`config.mk`:
```
export PLATFORM = sky130hd
export DESIGN_NAME = inst_fetch_ctrl
export DESIGN_NICKNAME = d
export VERILOG_FILES = /design/src/rtl/fetch_pkg.sv /design/src/rtl/fetch_out_reg.sv /design/src/rtl/inst_fetch_ctrl.sv
export SDC_FILE = /design/constraint.sdc
export NUM_CORES = 1
export LEC_CHECK = 0
export ABC_AREA = 0
export CAP_MARGIN = 20
export CORE_MARGIN = 1.5
export CORE_UTILIZATION = 46
export CTS_BUF_LIST = sky130_fd_sc_hd__clkbuf_2
export DETAILED_ROUTE_END_ITERATION = 12
export PLACE_DENSITY = 0.92
export RECOVER_POWER = 25
export SYNTH_ARGS = -nofsm -noshare
export SYNTH_HDL_FRONTEND = slang
export SYNTH_SLANG_ARGS = --single-unit
```
`constraint.sdc`:
```
create_clock -name clk -period 3 [get_ports clk]
set_input_delay 0.6 -clock clk [delete_from_list [all_inputs] [get_ports clk]]
set_output_delay 0.6 -clock clk [all_outputs]
set_load 0.01 [all_outputs]
```
`src/rtl/fetch_pkg.sv`:
```
// Shared state encoding and geometry helpers for the instruction fetch controller.
package fetch_pkg;

    typedef enum logic [1:0] {
        IDLE   = 2'd0,
        FETCH  = 2'd1,
        HALTED = 2'd2
    } fetch_state_e;

    // Byte-offset bits inside one memory word.
    function automatic int calc_off(input int bits);
        return $clog2(bits / 8);
    endfunction

    // Bytes per memory word, i.e. the sequential pc increment.
    function automatic int calc_step(input int bits);
        return bits / 8;
    endfunction

endpackage

```
`src/rtl/fetch_out_reg.sv`:
```
// Valid/ready output stage toward decode: flush clears valid, load captures a word,
// otherwise the held word stays stable.
module fetch_out_reg #(
    parameter int BITS = 64,
    parameter int PC_W = 32
) (
    input  logic            clk,
    input  logic            rst_n,
    input  logic            i_load,
    input  logic            i_flush,
    input  logic [BITS-1:0] i_inst,
    input  logic [PC_W-1:0] i_pc,
    output logic            o_valid,
    output logic [BITS-1:0] o_inst,
    output logic [PC_W-1:0] o_pc
);

    logic            r_valid;
    logic [BITS-1:0] r_inst;
    logic [PC_W-1:0] r_pc;

    // Flush wins over load; the held word/pc are left untouched on flush.
    always_ff @(posedge clk or negedge rst_n) begin
        if (!rst_n) begin
            r_valid <= 1'b0;
            r_inst  <= '0;
            r_pc    <= '0;
        end else if (i_flush) begin
            r_valid <= 1'b0;
        end else if (i_load) begin
            r_valid <= 1'b1;
            r_inst  <= i_inst;
            r_pc    <= i_pc;
        end
    end

    assign o_valid = r_valid;
    assign o_inst  = r_inst;
    assign o_pc    = r_pc;

endmodule

```
`src/rtl/inst_fetch_ctrl.sv`:
```
// Instruction fetch sequencer: owns the pc, addresses instruction memory, handles
// start/halt, redirects, range/alignment faults and counts accepted words.
module inst_fetch_ctrl
    import fetch_pkg::*;
#(
    parameter int          DEPTH    = 32,
    parameter int          BITS     = 64,
    parameter int          ADDR_W   = 6,
    parameter int          PC_W     = 32,
    parameter int unsigned RESET_PC = 0
) (
    input  logic              clk,
    input  logic              rst_n,
    input  logic              start_i,
    input  logic              halt_i,
    input  logic              redirect_valid_i,
    input  logic [PC_W-1:0]   redirect_pc_i,
    output logic [ADDR_W-1:0] mem_addr_o,
    input  logic [BITS-1:0]   mem_rdata_i,
    output logic [BITS-1:0]   inst_o,
    output logic [PC_W-1:0]   inst_pc_o,
    output logic              inst_valid_o,
    input  logic              inst_ready_i,
    output logic              busy_o,
    output logic              fault_o,
    output logic [31:0]       fetch_count_o
);

    localparam int OFF  = calc_off(BITS);
    localparam int STEP = calc_step(BITS);

    fetch_state_e    r_state;
    logic [PC_W-1:0] r_pc;
    logic            r_fault;
    logic [31:0]     r_count;

    logic [PC_W-1:0] w_word_idx;
    logic [PC_W-1:0] w_redir_idx;
    logic            w_pc_oor;
    logic            w_redir_bad;
    logic            w_in_fetch;
    logic            w_advance;
    logic            w_accept;
    logic            w_redir_take;
    logic            w_load;
    logic            w_flush;

    assign w_word_idx   = r_pc >> OFF;
    assign w_redir_idx  = redirect_pc_i >> OFF;
    assign w_pc_oor     = (w_word_idx >= PC_W'(DEPTH));
    assign w_redir_bad  = (redirect_pc_i[OFF-1:0] != '0) || (w_redir_idx >= PC_W'(DEPTH));
    assign w_in_fetch   = (r_state == FETCH);
    assign w_advance    = !inst_valid_o || inst_ready_i;
    assign w_accept     = inst_valid_o && inst_ready_i;
    assign w_redir_take = w_in_fetch && !halt_i && redirect_valid_i;

    // Any exit from normal sequencing (halt, redirect, fault, not fetching) drops valid.
    assign w_flush = !w_in_fetch || halt_i || redirect_valid_i || (w_advance && w_pc_oor);
    assign w_load  = w_in_fetch && w_advance && !w_pc_oor;

    always_ff @(posedge clk or negedge rst_n) begin
        if (!rst_n) begin
            r_state <= IDLE;
            r_pc    <= PC_W'(RESET_PC);
            r_fault <= 1'b0;
        end else begin
            case (r_state)
                IDLE, HALTED: begin
                    if (start_i) begin
                        r_state <= FETCH;
                        r_pc    <= PC_W'(RESET_PC);
                        r_fault <= 1'b0;
                    end
                end
                FETCH: begin
                    if (halt_i) begin
                        r_state <= HALTED;
                    end else if (redirect_valid_i) begin
                        if (w_redir_bad) begin
                            r_fault <= 1'b1;
                            r_state <= HALTED;
                        end else begin
                            r_pc <= redirect_pc_i;
                        end
                    end else if (w_advance) begin
                        if (w_pc_oor) begin
                            r_fault <= 1'b1;
                            r_state <= HALTED;
                        end else begin
                            r_pc <= r_pc + PC_W'(STEP);
                        end
                    end
                end
                default: r_state <= IDLE;
            endcase
        end
    end

    // A word accepted in the same cycle as a redirect is discarded, so it is not counted.
    always_ff @(posedge clk or negedge rst_n) begin
        if (!rst_n) begin
            r_count <= '0;
        end else if (w_accept && !w_redir_take && (r_count != '1)) begin
            r_count <= r_count + 32'd1;
        end
    end

    fetch_out_reg #(
        .BITS (BITS),
        .PC_W (PC_W)
    ) u_out_reg (
        .clk     (clk),
        .rst_n   (rst_n),
        .i_load  (w_load),
        .i_flush (w_flush),
        .i_inst  (mem_rdata_i),
        .i_pc    (r_pc),
        .o_valid (inst_valid_o),
        .o_inst  (inst_o),
        .o_pc    (inst_pc_o)
    );

    assign mem_addr_o    = r_pc[ADDR_W+OFF-1:OFF];
    assign busy_o        = w_in_fetch;
    assign fault_o       = r_fault;
    assign fetch_count_o = r_count;

endmodule
```
==> summary.txt <==
Outcome
  – Status: complete, but fails checks
  – Violations in the final reports: capacitance limit, slew limit

Global routing
  – Initial antenna violation count: 0
  – Global-route wire length before repair: about 25000 um
  – Aggregate global-route resource usage: between 20% and 30%
  – Gr ovfl total: 0
  – Pin count of the biggest net entering global routing: between 80 and 90
  – Vias in the first global route: approximately 5100

Floorplanning
  – Die area: between 15000 and 20000 um^2
  – Total core area: 13900 um^2
  – Chip width: 123 um
  – DIE HEIGHT: 123 um
  – Initial core utilization: 47.3%
  – Ports: 239
  – Floorplan row count: 43

Worst setup path
  – Launch point of the worst reg-to-reg path: r_pc[8]
  – Crit path launch type: register
  – Max Fanout on Critical Path: between 80 and 90
  – Required time reported for the critical path endpoint: between 3000 and 4000 ps
  – CP Data Arrival Time: about 3300 ps
  – Origin of the worst setup path: r_pc[8]
  – Capturing element type of the critical path: register
  – Reg2Reg Depth: 6
  – Worst reg-to-reg setup slack: 280 ps
  – Crit path kind: reg2reg
  – Worst setup endpoint: u_out_reg.o_inst[57]
  – RR Endpoint: u_out_reg.o_inst[57]

Routing
  – Final ANT Viol Nets: 0
  – Starting DRT DRC Count: between 200 and 300
  – Routed vias/inst: between 5 and 6
  – Drt wl/cell: 17.2 um
  – DRC viols: 0
  – Routed wire length: between 15000 and 20000 um
  – Router iterations before antenna repair: 4
  – Number of vias after detailed routing: 4871

STA
  – Max Clk Rate: between 300 and 400 MHz
  – Final setup margin: approximately 280 ps
  – Final count of pins violating max slew: 67
  – Finish-stage setup viols: 0
  – Final-report hold violation count: 0
  – Tightest Pin Transition: between 1500 and 2000 ps
  – Final Skew: around 26 ps
  – Tightest slew margin relative to the limit: -10.6%
  – Final period utilization: between 90% and 100%
  – Setup Total Neg Slack: 0 ps
  – Final critical path time including I/O delays and setup: ~2700 ps
  – Setup repair after global routing missed its margin: false

Synth
  – Yosys cell types: 47
  – Top-area cell type share of the netlist area: 62.3%
  – Number of cells produced by synthesis: approximately 490
  – Register bit total from synthesis: ~160
  – Syn. warnings: 0
  – Cell taking the most area after synthesis: dfrtp_1
  – Share of synthesized registers carrying an async set or reset: 100%
  – Mapped Avg Cell Area: between 10 and 15 um^2
  – Part of the Yosys area used for sequential elements: 62.3%
  – Number of synthesized flops with an enable pin: 0
  – Prevailing post-synth register cell: dfrtp_1
  – Number of nets produced by synthesis: about 600
  – Cell area after technology mapping: about 6600 um^2
  – Top post-synthesis cells by area: dfrtp_1 (62%), mux2_2 (12%), xnor2_1 (3.2%)

Power and ir drop
  – Worst IR Drop VDD: 0.577 mV
  – Combinational Power Share: about a third
  – Clock group share of total power: about a fifth
  – Total net switching power: approximately 0.0018 W
  – Total power density per cell area: between 600 and 700 nW/um^2
  – Int Pwr: 0.00450 W
  – Overall power of the completed layout: about 0.0063 W
  – Flop pwr share: 47.5%
  – Leakage power of the design: 4.08 nW
  – Switching Fraction: about 28%

Clock tree
  – Number of H-tree levels: 4
  – Cell chosen for the clock root: clkbuf_2
  – Insertion delay to the later sink of the worst-skew pair: ~700 ps
  – Setup repair bufs after CTS: 0
  – Post-cts sizing count: 0
  – Num Clock Sinks: between 150 and 200
  – Hold-fix buffers, CTS: 1
  – Clock buffers created by TritonCTS: 17
  – Number of buffers on the longest clock path: 2
  – TritonCTS clock tree: built
  – Clock transition at path regs: 220 ps

Layout
  – Number of nets in the finished design: roughly 840
  – Filler cell count in the final layout: 977
  – Post-layout utilization of the core: about two thirds
  – Share of final-layout standard cells stronger than drive strength 1: between 15 and 20%
  – Count of inserted antenna diode cells: 0
  – Commonest cells after routing, fill and taps aside: clkdlybuf4s50_1 (237), dfrtp_1 (164), mux2_2 (73), and2_1 (27), nor2b_1 (25)
  – Most common cell after layout, fill and taps aside: clkdlybuf4s50_1
  – Layout overhead on the synthesized area: 42.8%

Placement
  – Post-DP HPWL: 11800 um
  – Number of buffers inserted by port buffering: around 240
  – Placement Setup Slack: 180 ps
  – Weighted congestion reported at the end of routability-driven placement: 0.838

Min path
  – Min-delay worst type: in2reg

Run
  – # Max-Cap Violations: 1
power groups by stage:
| stage | logic (W) | registers [W] | clock network, W |
|---|---|---|---|
| after floorplan | 0.000584 | 0.00322 | 0 |
| final | 0.00210 | 0.00298 | 0.00120 |
| after CTS | 0.00213 | 0.00299 | 0.00124 |
| after global routing | 0.00225 | 0.00305 | 0.00133 |
| after detailed placement | 0.00212 | 0.00303 | 0 |
| after global placement | 0.00205 | 0.00299 | 0 |
per-layer routing:
layer / track usage (%) / part of all wire (%) / routed length (um) / up-vias
li1: - / - / - / 2231
met1: 26.4 / 39 / 6320 / 2407
met2: 36.0 / 51 / 8160 / 200
met3: 6.51 / 7.3 / 1180 / 33
met4: 9.67 / 2.5 / 404 / 0
met5: 0 / 0 / 0 / -
synth_stat cells, drive strengths merged, types with 6 or more instances:
| cell | instances |
|---|---|
| a21oi | 7 |
| and2 | 27 |
| and3 | 6 |
| buf | 17 |
| clkbuf | 7 |
| dfrtp | 164 |
| mux2 | 74 |
| nand2 | 15 |
| nand3 | 17 |
| nand4 | 12 |
| nor2 | 13 |
| nor2b | 25 |
| nor3 | 12 |
| nor4 | 17 |
| o2bb2ai | 6 |
| xnor2 | 24 |
| xor2 | 6 |
registers in the layout (all words and copies together), names as in the netlist:
register and count:
fault_o 1, u_out_reg.o_valid 1, u_out_reg.o_pc 32, u_out_reg.o_inst 64, r_state 2, fetch_count_o 32, r_pc 32
critical path, stage by stage (launching register included):
cell     delay [ps]
dfrtp_1         480
nor4_1          290
nand4_1         310
nor3_2          400
nor3b_4         280
buf_12          340
mux2_2          390
per-stage QoR:
stage | instances | instance area (um^2) | hold WS, ps
2_1_floorplan | 494 | 6590 | 304
3_3_place_gp | 898 | 9160 | 464
3_5_place_dp | 899 | 9170 | 470
4_1_cts | 932 | 9420 | 385
5_1_grt | 932 | 9410 | 385
6_report | 932 | 9410 | 488
how the worst min path moves through the flow:
stage	depth (start not counted)	startpoint	to
CTS	2	rst_n	u_out_reg.o_inst[7]
global route	2	mem_rdata_i[58]	u_out_reg.o_inst[58]
finish	2	mem_rdata_i[7]	u_out_reg.o_inst[7]
global placement	1	r_pc[1]	r_pc[1]
detailed placement	1	r_pc[1]	r_pc[1]
floorplan	0	rst_n	fault_o
cell type report:
type                       count  area [um^2]  area share (%)
timing repair buffer         250         2490            26.5
tap                          180          225            2.39
inverter                       5         18.8           0.199
clock inverter                10          133            1.41
multi-input combinational    301         2330            24.7
clock buffer                  22          110            1.17
sequential                   164         4100            43.6
logic make-up (layout without fill, tap and decap cells):
group / after synthesis / count (layout) / synth area share (%)
multiplexers: 74 / 74 / 12.6
AND/OR/NAND/NOR: 162 / 162 / 14.6
XOR/XNOR: 30 / 30 / 3.99
AO/OA/AOI/OAI: 32 / 32 / 3.42
flip-flops: 164 / 164 / 62.3
buffers and inverters: 29 / 287 / 2.52
adder cells (fa/ha/maj): 3 / 3 / 0.570
Power figures use the tool's default switching activity.
